File: src/rtl/prr_stream_port.sv
// prr_stream_port: per-channel GLB-to-PRR stream port (OFF/VALID/READY_VALID/STATIC ingress, FWFT FIFO).
// Define PRR_STREAM_OVERFLOW_CHK_EN to build the sticky per-channel overflow flags.
module prr_stream_port #(
    parameter int NUM_CH      = 2,
    parameter int DATA_W      = 16,
    parameter int DEPTH       = 4,
    parameter int ALMOST_DIFF = 1,
    parameter int CNT_W       = 16,
    localparam int CH_W       = (NUM_CH > 1) ? $clog2(NUM_CH) : 1
) (
    input  logic                     clk,
    input  logic                     reset_n,
    input  logic [NUM_CH-1:0]        stall,
    input  logic                     flush,
    input  logic [NUM_CH-1:0]        strm_start,
    input  logic                     cfg_wr_en,
    input  logic [CH_W-1:0]          cfg_wr_ch,
    input  logic [2:0]               cfg_wr_addr,
    input  logic [CNT_W-1:0]         cfg_wr_data,
    input  logic [CH_W-1:0]          cfg_rd_ch,
    input  logic [2:0]               cfg_rd_addr,
    output logic [CNT_W-1:0]         cfg_rd_data,
    input  logic [NUM_CH*DATA_W-1:0] in_data,
    input  logic [NUM_CH-1:0]        in_vld,
    output logic [NUM_CH-1:0]        in_rdy,
    output logic [NUM_CH*DATA_W-1:0] out_data,
    output logic [NUM_CH-1:0]        out_vld,
    input  logic [NUM_CH-1:0]        out_rdy,
    output logic [NUM_CH-1:0]        sched_done,
    output logic [NUM_CH-1:0]        ovf_err
);

    localparam int PW = $clog2(DEPTH);
    localparam int CW = PW + 1;
    localparam logic [CW-1:0] FULL_C  = CW'(DEPTH);
    localparam logic [CW-1:0] RDY_LIM = CW'(DEPTH - ALMOST_DIFF);
    localparam logic [1:0] M_VALID  = 2'd1;
    localparam logic [1:0] M_RV     = 2'd2;
    localparam logic [1:0] M_STATIC = 2'd3;

    typedef enum logic [1:0] {S_IDLE, S_RUN, S_DONE} state_t;

    logic [CNT_W-1:0] rdWord [NUM_CH];

    assign cfg_rd_data = rdWord[cfg_rd_ch];

    for (genvar g = 0; g < NUM_CH; g++) begin : gCh
        logic [1:0]        mode_q;
        logic [CNT_W-1:0]  ext0_q, ext1_q, str0_q, str1_q;
        logic [DATA_W-1:0] mem_q [DEPTH];
        logic [PW-1:0]     wrPtr_q, rdPtr_q;
        logic [CW-1:0]     count_q;
        logic              inRdy_q, done_q;
        state_t            state_q;
        logic [CNT_W-1:0]  cyc_q, target_q, i0_q, i1_q, base1_q;
        logic [CNT_W-1:0]  lastI0, lastI1, rdLocal;
        logic [DATA_W-1:0] inWord;
        logic              cfgSel, schedHit, pushReq, pushOk, pop, full;

        assign inWord   = in_data[g*DATA_W +: DATA_W];
        assign cfgSel   = cfg_wr_en && (cfg_wr_ch == CH_W'(g));
        assign lastI0   = (ext0_q == '0) ? '0 : ext0_q - CNT_W'(1);
        assign lastI1   = (ext1_q == '0) ? '0 : ext1_q - CNT_W'(1);
        assign schedHit = (state_q == S_RUN) && !stall[g] && (cyc_q == target_q);
        assign full     = (count_q == FULL_C);
        assign pop      = (count_q != '0) && out_rdy[g];
        // A full FIFO still accepts a push when the head leaves in the same cycle.
        assign pushOk   = pushReq && (!full || pop);

        always_comb begin
            pushReq = 1'b0;
            case (mode_q)
                M_VALID:  pushReq = in_vld[g] && !stall[g];
                M_RV:     pushReq = in_vld[g] && !stall[g] && (count_q < FULL_C);
                M_STATIC: pushReq = schedHit;
                default:  pushReq = 1'b0;
            endcase
        end

        always_comb begin
            rdLocal = '0;
            case (cfg_rd_addr)
                3'd0:    rdLocal = CNT_W'(mode_q);
                3'd1:    rdLocal = ext0_q;
                3'd2:    rdLocal = ext1_q;
                3'd3:    rdLocal = str0_q;
                3'd4:    rdLocal = str1_q;
                default: rdLocal = '0;
            endcase
        end
        assign rdWord[g] = rdLocal;

        always_ff @(posedge clk or negedge reset_n) begin
            if (!reset_n) begin
                mode_q <= '0;
                ext0_q <= '0;
                ext1_q <= '0;
                str0_q <= '0;
                str1_q <= '0;
            end else if (cfgSel) begin
                case (cfg_wr_addr)
                    3'd0:    mode_q <= cfg_wr_data[1:0];
                    3'd1:    ext0_q <= cfg_wr_data;
                    3'd2:    ext1_q <= cfg_wr_data;
                    3'd3:    str0_q <= cfg_wr_data;
                    3'd4:    str1_q <= cfg_wr_data;
                    default: ;
                endcase
            end
        end

        always_ff @(posedge clk) begin
            if (pushOk && !flush) mem_q[wrPtr_q] <= inWord;
        end

        always_ff @(posedge clk or negedge reset_n) begin
            if (!reset_n) begin
                wrPtr_q <= '0;
                rdPtr_q <= '0;
                count_q <= '0;
                inRdy_q <= 1'b0;
            end else begin
                inRdy_q <= (mode_q == M_RV) && !stall[g] && (count_q < RDY_LIM);
                if (flush) begin
                    wrPtr_q <= '0;
                    rdPtr_q <= '0;
                    count_q <= '0;
                end else begin
                    if (pushOk) wrPtr_q <= wrPtr_q + PW'(1);
                    if (pop)    rdPtr_q <= rdPtr_q + PW'(1);
                    count_q <= count_q + CW'(pushOk) - CW'(pop);
                end
            end
        end

        // Static schedule: inner index i0 walks stride0 from base1, outer index i1 moves base1 by stride1.
        always_ff @(posedge clk or negedge reset_n) begin
            if (!reset_n) begin
                state_q  <= S_IDLE;
                cyc_q    <= '0;
                target_q <= '0;
                i0_q     <= '0;
                i1_q     <= '0;
                base1_q  <= '0;
                done_q   <= 1'b0;
            end else if (flush) begin
                state_q <= S_IDLE;
                done_q  <= 1'b0;
            end else begin
                case (state_q)
                    S_IDLE, S_DONE: begin
                        if (strm_start[g] && (mode_q == M_STATIC)) begin
                            state_q  <= S_RUN;
                            cyc_q    <= '0;
                            target_q <= '0;
                            i0_q     <= '0;
                            i1_q     <= '0;
                            base1_q  <= '0;
                            done_q   <= 1'b0;
                        end
                    end
                    S_RUN: begin
                        if (!stall[g]) begin
                            cyc_q <= cyc_q + CNT_W'(1);
                            if (cyc_q == target_q) begin
                                if (i0_q == lastI0) begin
                                    i0_q <= '0;
                                    if (i1_q == lastI1) begin
                                        state_q <= S_DONE;
                                        done_q  <= 1'b1;
                                    end else begin
                                        i1_q     <= i1_q + CNT_W'(1);
                                        base1_q  <= base1_q + str1_q;
                                        target_q <= base1_q + str1_q;
                                    end
                                end else begin
                                    i0_q     <= i0_q + CNT_W'(1);
                                    target_q <= target_q + str0_q;
                                end
                            end
                        end
                    end
                    default: state_q <= S_IDLE;
                endcase
            end
        end

`ifdef PRR_STREAM_OVERFLOW_CHK_EN
        logic drop, ovf_q;
        assign drop = pushReq && full && !pop;

        always_ff @(posedge clk or negedge reset_n) begin
            if (!reset_n)   ovf_q <= 1'b0;
            else if (flush) ovf_q <= 1'b0;
            else if (drop)  ovf_q <= 1'b1;
        end
        assign ovf_err[g] = ovf_q;
`else
        assign ovf_err[g] = 1'b0;
`endif

        assign in_rdy[g]                    = inRdy_q;
        assign out_vld[g]                   = (count_q != '0);
        assign out_data[g*DATA_W +: DATA_W] = mem_q[rdPtr_q];
        assign sched_done[g]                = done_q;
    end

endmodule
File: config.mk
export PLATFORM = sky130hd
export DESIGN_NAME = prr_stream_port
export DESIGN_NICKNAME = d
export VERILOG_FILES = /design/src/rtl/prr_stream_port.sv
export SDC_FILE = /design/constraint.sdc
export NUM_CORES = 1
export LEC_CHECK = 0
export CELL_PAD_IN_SITES_DETAIL_PLACEMENT = 0
export CELL_PAD_IN_SITES_GLOBAL_PLACEMENT = 1
export CORE_ASPECT_RATIO = 0.5
export CORE_MARGIN = 3
export CORE_UTILIZATION = 35
export DETAILED_ROUTE_END_ITERATION = 8
export PLACE_DENSITY = 0.59
export REMOVE_ABC_BUFFERS = 1
export SYNTH_ARGS = -nofsm -noshare
export SYNTH_HDL_FRONTEND = slang
export SYNTH_SLANG_ARGS = --single-unit
File: constraint.sdc
create_clock -name clk -period 4.3 [get_ports clk]
set_clock_uncertainty 0.15 [all_clocks]
set_input_delay 0.645 -clock clk [delete_from_list [all_inputs] [get_ports clk]]
set_output_delay 0.645 -clock clk [all_outputs]
set_load 0.02 [all_outputs]
=== Word-level counts from Yosys, hierarchy flattened ===
Memory sizes are Yosys's and may differ from the RTL's.
Index checks and enable logic that the tools add are counted.

* Magnitude comparators: 5
* Add/sub/neg operators: 22
* Multiply operators: 0
* Reductions and logical operators: 71
* Bitwise logic cells: 3
* Div/mod/pow operators: 0
* Muxes and demuxes: 95
* Eq/ne operators: 48
* Shifts and indexed selects: 0

{| class="wikitable"
|+ Operator list
! operator !! count
|-
| $mux 16 || 39
|-
| $pmux 16 s2 || 10
|-
| $pmux 16 s5 || 2
|-
| $add 16x1->16 const B || 6
|-
| $eq 16x16->1 || 6
|-
| $add 16x16->16 || 4
|-
| $logic_not 16->1 || 4
|-
| $sub 16x1->16 const B || 4
|-
| $mux 2 || 20
|-
| $reduce_and 6->1 || 4
|-
| $logic_and 1x1->1 || 22
|-
| $reduce_and 2->1 || 10
|-
| $reduce_and 5->1 || 4
|-
| $ne 3x2->1 const B || 6
|-
| $ne 3x3->1 const B || 6
|-
| $mux 1 || 16
|-
| $reduce_and 7->1 || 2
|-
| $eq 2x2->1 const B || 6
|-
| $eq 3x2->1 const B || 4
|-
| $eq 3x3->1 const B || 4
|-
| $ne 2x2->1 const B || 6
|-
| $reduce_bool 2->1 || 6
|-
| $reduce_bool 3->1 || 4
|-
| $add 2x1->2 const B || 4
|-
| 20 further kinds || 45
|}

* ROM bits: 0
* Memories kept: 2
* Bits in latches: 0
* RAM bits: 128
* Bits in registers: 314
* Bits of input ports: 68

{| class="wikitable"
|+ Memories
! name !! depth !! width !! rd ports !! clocked after Yosys merged registers in !! write ports !! line !! text
|-
| gCh[0].mem_q || 4 || 16 || 1 || 0 || 1 || 50 || <nowiki>logic [DATA_W-1:0] mem_q [DEPTH];</nowiki>
|-
| gCh[1].mem_q || 4 || 16 || 1 || 0 || 1 || 50 ||
|}

=== Logic depth before layout (Yosys ltp) ===
Gate-level depths: netlist (run 1).

* Depth after elaboration: 9
* Depth in mapped cells: 16

=== Worst setup path after synthesis (run 1) ===
No wires, ideal clock.

* Path kind: reg-to-reg
* Start: register gCh[0].ext0_q[0]
* End: register gCh[0].i1_q[12]
* Buffers on the path: 1
* Period minus slack after synthesis: 4.358 ns
* Cell stages (with the launch flop): 14
* Data arrival time: 4.129 ns
* Setup time: 0.079 ns
* Slack: -0.058 ns
* Cell sequence: dfrtp_1 inv_1 ha_1 or3b_2 or4_4 or3_1 a31oi_1 a21oi_1 or4_4 or4_4 o21a_4 buf_6 nor4_1 mux2i_1

* Word-level cells in the longest chain between the ends: 5
* Elaborated cells on any way between the ends: 6
* Classes of those cells: add/sub: 1; eq/ne: 2; mux: 1; reduce/logical: 2

{| class="wikitable"
|+ Ends and longest elaborated chain
! item !! line !! text
|-
| from (decl) || 49 || <nowiki>logic [CNT_W-1:0] ext0_q, ext1_q, str0_q, str1_q;</nowiki>
|-
| from (signal assigned) || 103 || <nowiki>3'd1: ext0_q <= cfg_wr_data;</nowiki>
|-
| $sub 16x1->16 / $logic_not 16->1 (equally long branches) || 62 || <nowiki>assign lastI0 = (ext0_q == '0) ? '0 : ext0_q - CNT_W'(1);</nowiki>
|-
| $mux 16 (*) || 62 ||
|-
| $eq 16x16->1 (*) || 166 || <nowiki>if (i0_q == lastI0) begin</nowiki>
|-
| $ne 2x1->1 (no source line) (*) || n/a ||
|-
| $reduce_and 7->1 (no source line) (*) || n/a ||
|-
| to (signal assigned) || 172 || <nowiki>i1_q <= i1_q + CNT_W'(1);</nowiki>
|-
| to (decl) || 55 || <nowiki>logic [CNT_W-1:0] cyc_q, target_q, i0_q, i1_q, base1_q;</nowiki>
|}

Mark *: on every way between the ends. The rest lies on a longest branch, timed or not.
A chain may end at the register's enable or synchronous reset.

=== Worst setup path in the final report (run 1) ===
* Start: register gCh[0].ext0_q[0]
* End: register gCh[0].i1_q[5]

Same word-level chain as after synthesis.

==> results of run 1 <==
==> flip-flops by register name (all words and copies together) (netlist names) <==
| signal | count |
|---|---|
| gCh.ext1_q | 32 |
| gCh.i1_q | 32 |
| gCh.state_q | 4 |
| gCh.mode_q | 4 |
| gCh.cyc_q | 32 |
| gCh.ext0_q | 32 |
| gCh.done_q | 2 |
| gCh.inRdy_q | 2 |
| gCh.wrPtr_q | 4 |
| gCh.count_q | 6 |
| gCh.base1_q | 32 |
| gCh.mem_q | 128 |
| gCh.target_q | 32 |
| gCh.i0_q | 32 |
| gCh.rdPtr_q | 4 |
| gCh.str1_q | 32 |
| gCh.str0_q | 32 |
==> worst reg2reg max path: stages (launching register included) <==
cell	delay, ns
dfrtp_1	0.40
inv_2	0.07
ha_1	0.15
or3b_4	0.38
or4_4	0.52
or3_1	0.32
a31oi_1	0.13
a21oi_1	0.06
or4_4	0.50
or4_4	0.43
o21a_4	0.24
buf_4	0.16
or3_2	0.45
a21oi_2	0.12
==> power by group <==
| part | total, W | switching [W] | internal, W |
|---|---|---|---|
| clock network | 0.00435 | 0.00184 | 0.00251 |
| logic | 0.00482 | 0.00254 | 0.00228 |
| registers | 0.00566 | 0.000808 | 0.00486 |
| total | 0.0148 | 0.00519 | 0.00965 |
==> cell type report <==
cell class / instances / share of cell area, %
Multi-Input combinational cell: 1859 / 44.2
Timing Repair Buffer: 262 / 7.71
Clock inverter: 28 / 1.15
Sequential cell: 442 / 38.2
Clock buffer: 56 / 4.08
Tap cell: 958 / 3.91
Inverter: 66 / 0.808
==> cells in the final DEF, fill, tap and decap left out, types with 48 or more instances in the layout <==
cell type          n
inv_1             65
o21ai_0          125
buf_4            132
a21oi_1          122
xnor2_1          127
nand2_1          202
dfrtp_1          314
ha_1              82
clkdlybuf4s50_1  119
o31ai_1           48
mux2_2           140
nand3_1           82
nor3_1            59
xor2_1            62
edfxtp_1         128
nor2_1           168
==> worst max-delay path by stage <==
stage / to / start / depth (start not counted) / slack [ns]
finish: gCh[0].i1_q[5] / gCh[0].ext0_q[0] / 13 / 0.14
global route: gCh[0].i1_q[5] / gCh[0].ext0_q[0] / 13 / -0.01
CTS: gCh[0].i1_q[3] / gCh[0].ext0_q[0] / 13 / 0.01
detailed placement: gCh[0].i1_q[10] / gCh[0].ext0_q[0] / 13 / -0.08
global placement: gCh[0].i1_q[10] / gCh[0].ext0_q[0] / 12 / -0.03
floorplan: gCh[0].i0_q[0] / gCh[0].ext0_q[0] / 11 / -0.62
==> cells by family after synthesis <==
kind of cell	after synthesis	synth area share, %
AO/OA/AOI/OAI	541	13.7
multiplexers	210	10.5
flip-flops	442	45.2
AND/OR/NAND/NOR	823	16.2
other	1	0.0145
XOR/XNOR	195	6.92
buffers and inverters	201	3.10
adder cells (fa/ha/maj)	88	4.42
==> through the flow <==
stage / total power [W] / utilization [%] / setup WS, ns / hold slack, ns
3_3_place_gp: 0.0105 / 40.1 / -0.0309 / 0.320
6_report: 0.0148 / 42.5 / 0.144 / 0.351
3_5_place_dp: 0.0105 / 40.1 / -0.0770 / 0.334
2_1_floorplan: 0.00859 / - / -0.616 / 0.199
5_1_grt: 0.0157 / 42.5 / -0.0103 / 0.379
4_1_cts: 0.0150 / 42.3 / 0.0129 / 0.354
==> timing repair <==
item                                   in CTS  in global routing
pin swaps                                   9                  4
resized for setup                          10                 18
endpoints found under the hold margin      67                  0
setup buffers                               3                  1
hold buffers                                1                  0
setup endpoints to repair                  11                 66
==> synthesized netlist by cell type, drive strengths merged, types with 15 or more instances <==
cell type  instances  area share (%)
dfrtp            314              30
nand2            202             2.9
nor2             168             2.4
mux2             140             6.1
edfxtp           128              15
xnor2            127             4.3
o21ai            126             2.4
a21oi            125             2.4
clkbuf           110             1.6
ha                82             4.0
nand3             82             1.6
inv               66            0.96
nor3              65             1.3
xor2              62             2.1
o31ai             48             1.4
nand2b            45             1.1
or3               41             1.0
and3              38            0.92
mux2i             35             1.4
mux4              35             3.0
nand4             29            0.70
or4               29            0.89
a21o              28            0.81
a31oi             26            0.63
buf               25            0.55
and2              23            0.56
nor2b             23            0.56
nor4              23            0.56
o21bai            19            0.55
a221oi            17            0.57
a22oi             16            0.46
a211oi            15            0.43
==> metal layers <==
| metal | track usage [%] | share of wire, % | up-vias | wire length (um) |
|---|---|---|---|---|
| met2 | 31.9 | 45 | 345 | 35400 |
| met1 | 29.8 | 50 | 9942 | 39400 |
| met5 | 0 | 0.016 | - | 13 |
| met3 | 2.95 | 3.9 | 88 | 3060 |
| met4 | 4.55 | 2.0 | 2 | 1570 |
| li1 | - | - | 9619 | - |
==> results.json, run 1 <==
{
  "status": "complete, no violations",
  "die_w_um": 391,
  "remaining_drc_errors": 0,
  "vdd_drop_max_uv": 259,
  "fin_crit_ns": 4.16,
  "crit_required_ns": 4.67,
  "track_usage_pct": 20.3,
  "synth_warnings": 0,
  "cpPeakStageDelay_ns": 0.52,
  "fmax_ghz": 0.241,
  "final_hold_viol_count": 0,
  "synth_cell_types": 85,
  "rrSetupSlack_ns": 0.14,
  "setup_viol": 0,
  "timing.rr.start": "gCh[0].ext0_q[0]",
  "fin_nets": 2832,
  "ios": 124,
  "syn_area_mm2": 0.0259,
  "synth_edf_count": 128,
  "tightestPinTransition_ns": 0.841,
  "final_cell_area_mm2": 0.0307,
  "multiInputGateArea_mm2": 0.0135,
  "cellPowerDensity_mw_per_mm2": 484,
  "hp-class": "flop to flop",
  "die-area_mm2": 0.0775,
  "routed_wl_um": 79500,
  "path_class": "flop to flop",
  "crit_buf_inv": 2,
  "cts_tree": "yes",
  "vias": 20000,
  "rsz0062_at_grt": "true",
  "crit_fanout": 6,
  "rr_endpoint": "gCh[0].i1_q[5]",
  "worstHoldPathCells": 2,
  "path_clk_slew_ns": 0.07,
  "cts_buffers": 45,
  "end_kind": "flop",
  "regArea_mm2": 0.0117,
  "start_kind": "flop",
  "ff2ff_path_depth": 13,
  "wl_per_cell_um": 21.6,
  "die_h_um": 198,
  "async_reset_ff_share_pct": 71.0,
  "clock_sinks": 442,
  "ctsRootBufferMaster": "clkbuf_16",
  "slowest_stage": "or4_4",
  "core.rowCount": 69,
  "path_cells": "inv_2 > ha_1 > or3b_4 > or4_4 > or3_1 > a31oi_1 > a21oi_1 > or4_4 > or4_4 > o21a_4 > buf_4 > or3_2 > a21oi_2",
  "synth_cells": 2501,
  "drtPass1Iterations": 7,
  "h-tree-depth": 2,
  "placed_area_mm2": 0.0289,
  "drt-initial-drc-count": 1290,
  "holdPathEnd": "gCh[0].base1_q[0]",
  "syn_area_per_cell_um2": 10.4,
  "grt_pass1_wl_um": 121000,
  "post-route-period-util_pct": 96.6,
  "path_delay_family": "simple AND/OR/NAND/NOR gates",
  "finalSetupTns_ns": 0,
  "place_congestion": 0.837,
  "dp.final_hpwl_um": 57700,
  "relSlewSlack_pct": 43.8,
  "ys_seq_elements": 442,
  "ys_seq_area_share_pct": 45.2,
  "initial_core_util_pct": 35.9,
  "antenna_found_initial": 2,
  "fin_cells": 3671,
  "finalMaxSlewViolations": 0,
  "place_inst": 3583,
  "min-delay-start": "gCh[0].base1_q[0]",
  "clockBufferDepth": 3,
  "crit_top_cell": "or4_4",
  "area_growth_pct": 18.3,
  "grt-ovfl-total": 0,
  "clk_latency_ns": 0.61,
  "core_mm2": 0.0722,
  "worst_ep_arrival_time_ns": 4.52,
  "ant_nets": 0,
  "p_leak_nw": 12.3,
  "port-buffer-count": 121,
  "grt_max_degree": 77,
  "drive_gt1_share_pct": 17.0,
  "n_antenna_cell": 0,
  "maxCapViolations": 0,
  "synth_ff_type": "dfrtp_1",
  "fillers": 7051,
  "via_per_inst": 5.45,
  "grt_pass1_vias": 19400
}
(Power assumes the default switching activity.)
==> run 2, diff against run 1 <==
Settings changed: GPL_ROUTABILITY_DRIVEN set to 0, REMOVE_ABC_BUFFERS 1 to not set.
==> results.json, run 2 (synthesized netlist as in run 1, its figures left out) <==
{
  "path_cells": "inv_2 > ha_4 > or3b_4 > or4_4 > or3_1 > a31oi_1 > a21oi_1 > or4_4 > or4_4 > o21a_4 > or3_2 > a21oi_2",
  "power_frac_comb_pct": 32.6,
  "ff2ff_path_depth": 12,
  "rsz0062_at_grt": "true",
  "core_mm2": 0.0722,
  "place_inst": 3579,
  "path_delay_family": "simple AND/OR/NAND/NOR gates",
  "ctsRootBufferMaster": "clkbuf_16",
  "slowest_stage": "or4_4",
  "power.switching_w": 0.00509,
  "rrSetupSlack_ns": 0.11,
  "crit_required_ns": 4.67,
  "p_leak_nw": 12.2,
  "tightestPinTransition_ns": 1.17,
  "cts_tree": "yes",
  "hold_slack_ns": 0.337,
  "cpPeakStageDelay_ns": 0.55,
  "die_w_um": 391,
  "min-delay-start": "gCh[0].base1_q[11]",
  "port-buffer-count": 121,
  "path_clk_slew_ns": 0.07,
  "ant_nets": 0,
  "finalMaxSlewViolations": 0,
  "fin_nets": 2828,
  "largest_reg_flops": 128,
  "p_int_w": 0.00949,
  "worst_ep_arrival_time_ns": 4.56,
  "layout_commonest_cell": "dfrtp_1",
  "fin_crit_ns": 4.19,
  "drtPass1Iterations": 5,
  "vias": 19900,
  "holdPathEnd": "gCh[0].base1_q[11]",
  "setup_slack_ns": 0.114,
  "antenna_found_initial": 1,
  "path_class": "flop to flop",
  "relSlewSlack_pct": 21.0,
  "path_depth": 12,
  "routed_wl_um": 78400,
  "fmax_ghz": 0.239,
  "setup_viol": 0,
  "grt_pass1_vias": 19400,
  "vdd_drop_max_uv": 249,
  "rr_endpoint": "gCh[0].i1_q[8]",
  "h-tree-depth": 2,
  "cts_buffers": 45,
  "clockBufferDepth": 3,
  "dp.final_hpwl_um": 57900,
  "layout_common_cells": "dfrtp_1, nand2_1, nor2_1, mux2_2",
  "crit_buf_inv": 1,
  "clock_sinks": 442,
  "cellPowerDensity_mw_per_mm2": 477,
  "fin_cells": 3666,
  "start_kind": "flop",
  "worstHoldPathCells": 2,
  "post-route-period-util_pct": 97.4,
  "core.rowCount": 69,
  "grt-ovfl-total": 0,
  "maxCapViolations": 0,
  "crit_fanout": 5,
  "clk_latency_ns": 0.60,
  "hp-class": "flop to flop",
  "final_util_pct": 42.3,
  "via_per_inst": 5.44,
  "track_usage_pct": 20.1,
  "sw_frac_of_total_pct": 34.9,
  "status": "complete, no violations",
  "clock_power_share_pct": 28.5,
  "grt_max_degree": 92,
  "pre_cts_slack_ns": -0.0752,
  "initial_core_util_pct": 35.9,
  "crit_top_cell": "or4_4",
  "drive_gt1_share_pct": 16.9,
  "end_kind": "flop",
  "p_seq_share_pct": 38.9,
  "ios": 124,
  "area_growth_pct": 17.9,
  "remaining_drc_errors": 0,
  "total_power_w": 0.0146,
  "drt-initial-drc-count": 1263,
  "die_h_um": 198,
  "timing.rr.start": "gCh[0].ext0_q[0]",
  "die-area_mm2": 0.0775,
  "grt_pass1_wl_um": 120000,
  "largest-register": "gCh.mem_q",
  "final_hold_viol_count": 0,
  "wl_per_cell_um": 21.4
}
run 2: worst max-delay path by stage:
stage                      from              end
6_report       gCh[0].ext0_q[0]   gCh[0].i1_q[8]
4_1_cts        gCh[0].ext0_q[0]  gCh[0].i1_q[10]
5_1_grt        gCh[0].ext0_q[0]  gCh[0].i1_q[14]
3_5_place_dp   gCh[0].ext0_q[0]  gCh[0].i1_q[14]
2_1_floorplan  gCh[0].ext0_q[0]  gCh[0].i1_q[10]
3_3_place_gp   gCh[0].ext0_q[0]  gCh[0].i1_q[10]
run 2: worst register-to-register path, delay by kind of cell (launching register included):
| kind | cells | cell delay (ns) |
|---|---|---|
| AND/OR/NAND/NOR | 6 | 2.78 |
| AO/OA/AOI/OAI | 4 | 0.60 |
| flip-flops | 1 | 0.39 |
| adder cells (fa/ha/maj) | 1 | 0.12 |
| buffers and inverters | 1 | 0.08 |
run 2: cell type report:
cell class              count  area (um^2)
inverters                  66          248
multi-input cells        1861        13600
flip-flops and latches    442        11700
clock buffers              54         1240
well taps                 958         1200
repair buffers            256         2300
diodes                      1         2.50
fillers                  6920        41600
clock inverters            28          283
run 2: power groups by stage:
stage / Sequential [W] / Clock [W] / Combinational [W]
after floorplan: 0.00534 / 0 / 0.00336
after global placement: 0.00574 / 0 / 0.00472
after detailed placement: 0.00574 / 0 / 0.00474
after CTS: 0.00566 / 0.00429 / 0.00477
after global routing: 0.00575 / 0.00446 / 0.00528
final: 0.00566 / 0.00416 / 0.00476
run 2: repair_timing:
| item | CTS | global route |
|---|---|---|
| cloned | 2 | 0 |
| endpoints found under the hold margin | 64 | 0 |
| pin swaps | 3 | 15 |
| buffers inserted | 0 | 1 |
| setup endpoints to repair | 11 | 38 |
| resized for setup | 2 | 25 |
| hold buffers | 1 | 0 |
run 2: through the flow:
stage,setup TNS [ns],instance area (um^2)
6_report,0,30600
2_1_floorplan,0,25900
3_5_place_dp,-0.139,28900
3_3_place_gp,0,28900
4_1_cts,0,30500
5_1_grt,-0.159,30600
run 2: layer usage:
metal  global-route usage, %  vias up  share of wire (%)
li1                        -     9620                  -
met1                    28.8     9863                 48
met2                    32.0      346                 45
met3                    3.24      105                4.4
met4                    4.83        2                2.1
met5                       0        -              0.014
==> edit 1, RTL diff (config.mk and constraints of run 2) <==
The option `PRR_STREAM_OVERFLOW_CHK_EN` is turned on by a define.
--- a/src/rtl/prr_stream_port.sv
+++ b/src/rtl/prr_stream_port.sv
@@ -1,4 +1,6 @@
 // prr_stream_port: per-channel GLB-to-PRR stream port (OFF/VALID/READY_VALID/STATIC ingress, FWFT FIFO).
 // Define PRR_STREAM_OVERFLOW_CHK_EN to build the sticky per-channel overflow flags.
+`define PRR_STREAM_OVERFLOW_CHK_EN
+
 module prr_stream_port #(
     parameter int NUM_CH      = 2,
Function: not settled (the Yosys comparison gave no result); the edit may change what the design does.
==> edit 1 against run 2 <==
Global-route usage fell by 0.14 points. Synthesized cell count is 0.52% lower. Wire length is essentially flat. Area after synthesis is 0.29% higher. Final area fell by 0.79%. Count of clock-buffer cells in the layout shrank 2. Setup slack better by 0.018 ns. Final cell count fell by 0.38%. Sequential cell count rose by 2. Power grew 3.1%. Register-to-register slack improved by 0.096 ns. Critical path depth decreased by 4. Critical path type is now in -> out. Largest cell class unchanged.
==> edit 1: results (changes against run 2) <==
.. list-table::
   :header-rows: 1

   * - Metric
     - Value
   * - Reg-to-reg setup timing slack
     - 0.21 ns (+0.10 ns)
   * - Status
     - complete, no violations
   * - Via count
     - 19870 (-0.34%)
   * - Critical-path top delay cell
     - clkdlybuf4s50_1
   * - Proportion of layout cells with a drive suffix above 1
     - 15.96% (-0.96 points)
   * - GRT Total Usage
     - 19.97% (-0.14 points)
   * - DR pass1 iterations
     - 6 (+1)
   * - Worst Min Path Start
     - gCh[1].base1_q[12]$_DFFE_PN0P_
   * - Synth top cells by count
     - dfrtp_1 (316), nand2_1 (223), nor2_1 (182), mux2_2 (135), o21ai_0 (130)
   * - Amount of wire on met2 after detailed routing
     - 35370 um (-0.30%)
   * - Cell depth of the worst flop-to-flop path
     - 11 (-1)
   * - Vias/cell
     - 5.440 (about the same)
   * - Cell variety after synth
     - 94 (+11%)
   * - Count of buffers inserted at the top-level ports
     - 123 (+1.7%)
   * - Maximum vdd ir drop
     - 277.6 uV (+12%)
   * - Number of global-route vias before repair
     - 19220 (-0.99%)
   * - Met3 usage
     - 2.647% (-0.59 points)
   * - Met1 capacity usage during global routing
     - 29.40% (+0.62 points)
   * - Average footprint of a synthesized cell
     - 10.44 um2 (+0.82%)
   * - Data arrival at the endpoint of the critical path
     - 3.37 ns (-1.19 ns)
   * - Nets
     - 2815 (-0.46%)
   * - Largest net degree at the start of global routing
     - 81 (-12%)
   * - DP HPWL
     - 57450 um (-0.75%)
   * - Number of inserted diodes
     - 0 (-1)
   * - Timing startpoint of the critical path
     - cfg_rd_addr[1]
   * - Leakage power of the design
     - 0.01211 uW (-0.99%)
   * - Wire length on met3
     - 2895 um (-17%)
[edit 1: cell types whose count changed after synthesis, moves of 13 or more]
cell and change:
mux2i_1 +17, a21oi_1 -28, nand2_1 +21, o21bai_1 -13, clkbuf_1 -18, a31oi_1 -13
nand2b_1 -16, xor2_1 +15, nor4_1 +15, nor2_1 +14, a22oi_1 +15
[edit 1: layout make-up]
type	instances	area, um2
Fill cell	6965	41940
Multi-Input combinational cell	1858	13440
Sequential cell	444	11750
Timing Repair Buffer	247	2245
Clock buffer	52	1202
Tap cell	958	1199
Clock inverter	32	251.5
Inverter	61	229.0
[edit 1: logic make-up (layout without fill, tap and decap cells)]
logic type	after synthesis	in the layout	synth area share (%)
xor gates and xnor gates	196	196	6.712
adders and majority gates	90	90	4.507
AOI/OAI and AO/OA	494	494	12.58
muxes	225	225	11.00
and+or+nand+nor	853	853	16.66
DFF	444	444	45.22
buffers and inverters	186	392	3.317
[edit 1: repair_timing]
action,4_1_cts,5_1_grt
gates resized for setup,0,4
hold endpoints to repair,76,0
hold buffers,1,0
setup endpoints to repair,0,48
[edit 1: metrics by stage]
| stage | worst slack, ns | hold slack (ns) | cell area, um2 | utilization, % |
|---|---|---|---|---|
| floorplan | 0.3507 | 0.1994 | 25990 | - |
| global placement | 0.1607 | 0.3145 | 28830 | 39.90 |
| detailed placement | 0.1073 | 0.3237 | 28830 | 39.90 |
| CTS | 0.08042 | 0.3384 | 30300 | 41.93 |
| global route | 0.007927 | 0.3671 | 30320 | 41.96 |
| finish | 0.1320 | 0.3316 | 30320 | 41.96 |
[edit 1: report_power, final]
part           leakage [uW]  switching, uW  internal (uW)
clock network      0.000714           1830           2150
logic               0.00608           2980           2360
registers           0.00531            814           4890
total                0.0121           5620           9400
==> edit 2, RTL diff (config.mk and constraints of run 2) <==
Made on the original files. Add an input register stage for `cfg_wr_en`, `cfg_wr_ch`, `cfg_wr_addr`, `cfg_wr_data`, `cfg_rd_ch` and `cfg_rd_addr`; this delays them by one clock. The other inputs are not delayed to match.
--- a/src/rtl/prr_stream_port.sv
+++ b/src/rtl/prr_stream_port.sv
@@ -41,7 +41,23 @@
     typedef enum logic [1:0] {S_IDLE, S_RUN, S_DONE} state_t;
 
+    logic cfg_wr_en_q;
+    logic [CH_W-1:0] cfg_wr_ch_q;
+    logic [2:0] cfg_wr_addr_q;
+    logic [CNT_W-1:0] cfg_wr_data_q;
+    logic [CH_W-1:0] cfg_rd_ch_q;
+    logic [2:0] cfg_rd_addr_q;
+
+    always_ff @(posedge clk) begin
+        cfg_wr_en_q   <= cfg_wr_en;
+        cfg_wr_ch_q   <= cfg_wr_ch;
+        cfg_wr_addr_q <= cfg_wr_addr;
+        cfg_wr_data_q <= cfg_wr_data;
+        cfg_rd_ch_q   <= cfg_rd_ch;
+        cfg_rd_addr_q <= cfg_rd_addr;
+    end
+
     logic [CNT_W-1:0] rdWord [NUM_CH];
 
-    assign cfg_rd_data = rdWord[cfg_rd_ch];
+    assign cfg_rd_data = rdWord[cfg_rd_ch_q];
 
     for (genvar g = 0; g < NUM_CH; g++) begin : gCh
@@ -59,5 +75,5 @@
 
         assign inWord   = in_data[g*DATA_W +: DATA_W];
-        assign cfgSel   = cfg_wr_en && (cfg_wr_ch == CH_W'(g));
+        assign cfgSel   = cfg_wr_en_q && (cfg_wr_ch_q == CH_W'(g));
         assign lastI0   = (ext0_q == '0) ? '0 : ext0_q - CNT_W'(1);
         assign lastI1   = (ext1_q == '0) ? '0 : ext1_q - CNT_W'(1);
@@ -80,5 +96,5 @@
         always_comb begin
             rdLocal = '0;
-            case (cfg_rd_addr)
+            case (cfg_rd_addr_q)
                 3'd0:    rdLocal = CNT_W'(mode_q);
                 3'd1:    rdLocal = ext0_q;
@@ -99,10 +115,10 @@
                 str1_q <= '0;
             end else if (cfgSel) begin
-                case (cfg_wr_addr)
-                    3'd0:    mode_q <= cfg_wr_data[1:0];
-                    3'd1:    ext0_q <= cfg_wr_data;
-                    3'd2:    ext1_q <= cfg_wr_data;
-                    3'd3:    str0_q <= cfg_wr_data;
-                    3'd4:    str1_q <= cfg_wr_data;
+                case (cfg_wr_addr_q)
+                    3'd0:    mode_q <= cfg_wr_data_q[1:0];
+                    3'd1:    ext0_q <= cfg_wr_data_q;
+                    3'd2:    ext1_q <= cfg_wr_data_q;
+                    3'd3:    str0_q <= cfg_wr_data_q;
+                    3'd4:    str1_q <= cfg_wr_data_q;
                     default: ;
                 endcase
Function: not settled (the Yosys comparison gave no result); the edit may change what the design does.
==> edit 2 against run 2 <==
Power up 7.0%. Final area up 1.5%. Area after synthesis increased by 1.8%. Setup slack got worse by 0.021 ns. Via count increased by 1.1%. Sequential cell count up 25. Count of clock-buffer cells in the layout up 2. Wire length increased by 2.4%. Fmax shrank 0.51%. Critical endpoint is now cfg_rd_data[9]. Largest power group unchanged. Highest routed layer is now met4.
==> edit 2: results (changes against run 2) <==
.. list-table::
   :header-rows: 1

   * - Metric
     - Value
   * - H-tree depth reported by CTS
     - 2 (unchanged)
   * - Wire length after detailed routing
     - 80290 um (+2.4%)
   * - Number of flip-flops under the largest register name
     - 128 (unchanged)
   * - Number of inserted diodes
     - 0 (-1)
   * - First-pass GRT wire length
     - 123800 um (+3.1%)
   * - Count of buffers inserted at the top-level ports
     - 121 (unchanged)
   * - Source of the worst register-to-register timing path
     - gCh[1].ext0_q[2]$_DFFE_PN0P_
   * - Synth top cells by count
     - dfrtp_1 (314), nand2_1 (201), nor2_1 (170), mux2_2 (137), edfxtp_1 (128)
   * - Clock transition at the registers of the reported paths
     - 0.07 ns (about the same)
   * - Flip-flop cell with the highest count after synthesis
     - dfrtp_1
   * - Via count
     - 20160 (+1.1%)
   * - Clock insertion delay at the later pin of the skew report
     - 0.62 ns (+0.02 ns)
   * - Sequential fraction of the synthesis area
     - 46.24% (+1.1 points)
   * - Maximum vdd ir drop
     - 289.2 uV (+16%)
   * - FF-to-FF End
     - gCh[1].i1_q[12]$_DFFE_PN0P_
   * - Nets
     - 2833 (+0.18%)
   * - Share of synthesized flip-flops with an asynchronous set or reset
     - 67.24% (-3.8 points)
   * - Cell-internal power
     - 9979 uW (+5.1%)
   * - Cell at the root of the clock tree
     - clkbuf_16
   * - Maximum number of buffers from clock root to sink
     - 3 (unchanged)
   * - Fillcell total
     - 7133 (+3.1%)
   * - Slowest stage delay, CP
     - 0.66 ns (+0.11 ns)
   * - Critical-path top delay cell
     - clkdlybuf4s50_1
   * - Status
     - complete, no violations
   * - Register containing the most flip-flops in the final layout
     - gCh.mem_q
   * - Data arrival at the endpoint of the critical path
     - 3.41 ns (-1.15 ns)
   * - Drt drc
     - 0 (unchanged)
   * - Detailed Route Iter0 Violations
     - 1388 (+9.9%)
   * - Number of warnings reported in the yosys synthesis log
     - 0 (unchanged)
   * - Number of antenna violations at the first check in global routing
     - 2 (+1)
   * - Top post-synthesis cells by area
     - dfrtp_1 (30%), edfxtp_1 (15%), mux2_2 (5.8%)
   * - Type of the most critical hold path
     - in -> async
   * - DP HPWL
     - 58730 um (+1.5%)
   * - Cell depth of the worst flop-to-flop path
     - 10 (-2)
   * - Reg-to-reg setup timing slack
     - 0.12 ns
   * - Worst Hold Slack
     - 0.004991 ns (-0.3318 ns)
   * - Top fanout value on the critical path
     - 22 (+17)
   * - Cell variety after synth
     - 95 (+12%)
   * - Slew at the pin closest to its max-slew limit
     - 1.035 ns (-0.1342 ns)
   * - Leakage power of the design
     - 0.01260 uW (+3.0%)
   * - Largest net degree at the start of global routing
     - 112 (+22%)
   * - DR pass1 iterations
     - 5 (unchanged)
   * - GRT Total Usage
     - 20.11% (about the same)
   * - Proportion of layout cells with a drive suffix above 1
     - 15.36% (-1.6 points)
   * - Number of buffers created by CTS
     - 47 (+4.4%)
   * - Post-synth EDFFs
     - 128 (unchanged)
   * - Kind of cell adding the most delay to the critical path
     - buffers and inverters
-- edit 2: cell type report --
class,instances,share of cell area (%)
multi-input cells,1855,43.45
flip-flops and latches,467,39.33
repair buffers,243,7.133
well taps,1008,4.064
clock buffers,56,3.964
clock inverters,30,1.298
inverters,63,0.7621
-- edit 2: worst max path at each step --
stage,from,end,depth (start not counted)
after detailed placement,gCh[1].ext0_q[2]$_DFFE_PN0P_,gCh[1].i1_q[4]$_DFFE_PN0P_,10
after global placement,gCh[1].ext0_q[2]$_DFFE_PN0P_,gCh[1].i1_q[4]$_DFFE_PN0P_,10
after global routing,gCh[1].ext0_q[2]$_DFFE_PN0P_,gCh[1].i1_q[14]$_DFFE_PN0P_,10
after CTS,gCh[1].ext0_q[2]$_DFFE_PN0P_,gCh[1].i1_q[12]$_DFFE_PN0P_,10
final,cfg_rd_addr_q[0]$_DFF_P_,cfg_rd_data[9],7
after floorplan,gCh[1].ext0_q[3]$_DFFE_PN0P_,gCh[1].i1_q[14]$_DFFE_PN0P_,13
-- edit 2: power by group through the flow --
stage / Sequential [uW] / Combinational (uW) / Clock, uW
final: 5990 / 5130 / 4480
after CTS: 5990 / 5140 / 4610
after floorplan: 5600 / 3610 / 0
after global placement: 6060 / 5100 / 0
after detailed placement: 6070 / 5110 / 0
after global routing: 6090 / 5680 / 4800
-- edit 2: kinds of logic after synthesis --
family          count (synthesis)  share of synthesized area, %
xor+xnor                      189                         6.382
mux                           208                         10.10
buf+inv                       209                         3.139
fa+ha+maj                      88                         4.343
compound gates                545                         13.56
simple gates                  823                         16.22
flops                         467                         46.24
other cells                     1                       0.01421
-- edit 2: stage by stage --
| step | instance area [um2] | setup slack, ns | cells | util [%] | total power [uW] |
|---|---|---|---|---|---|
| 2_1_floorplan | 26390 | 0.3267 | 2531 | - | 9214 |
| 3_3_place_gp | 29330 | 0.08099 | 3635 | 39.72 | 11160 |
| 3_5_place_dp | 29330 | 0.01814 | 3635 | 39.72 | 11180 |
| 4_1_cts | 30980 | 0.01288 | 3721 | 41.96 | 15740 |
| 5_1_grt | 31030 | -0.006193 | 3722 | 42.03 | 16570 |
| 6_report | 31030 | 0.09245 | 3722 | 42.03 | 15600 |
-- edit 2: layer usage --
metal / share of wire, % / vias to the layer above / GRT usage, %
li1: - / 9715 / -
met1: 49 / 9933 / 29.79
met2: 44 / 414 / 30.87
met3: 4.8 / 97 / 3.332
met4: 1.9 / 0 / 4.232
met5: 0 / - / 0
-- edit 2: timing repair --
item,CTS,global route
setup endpoints to repair,5,61
buffers inserted,0,1
gates resized for setup,7,8
pin swaps,0,1
hold endpoints to repair,0,0
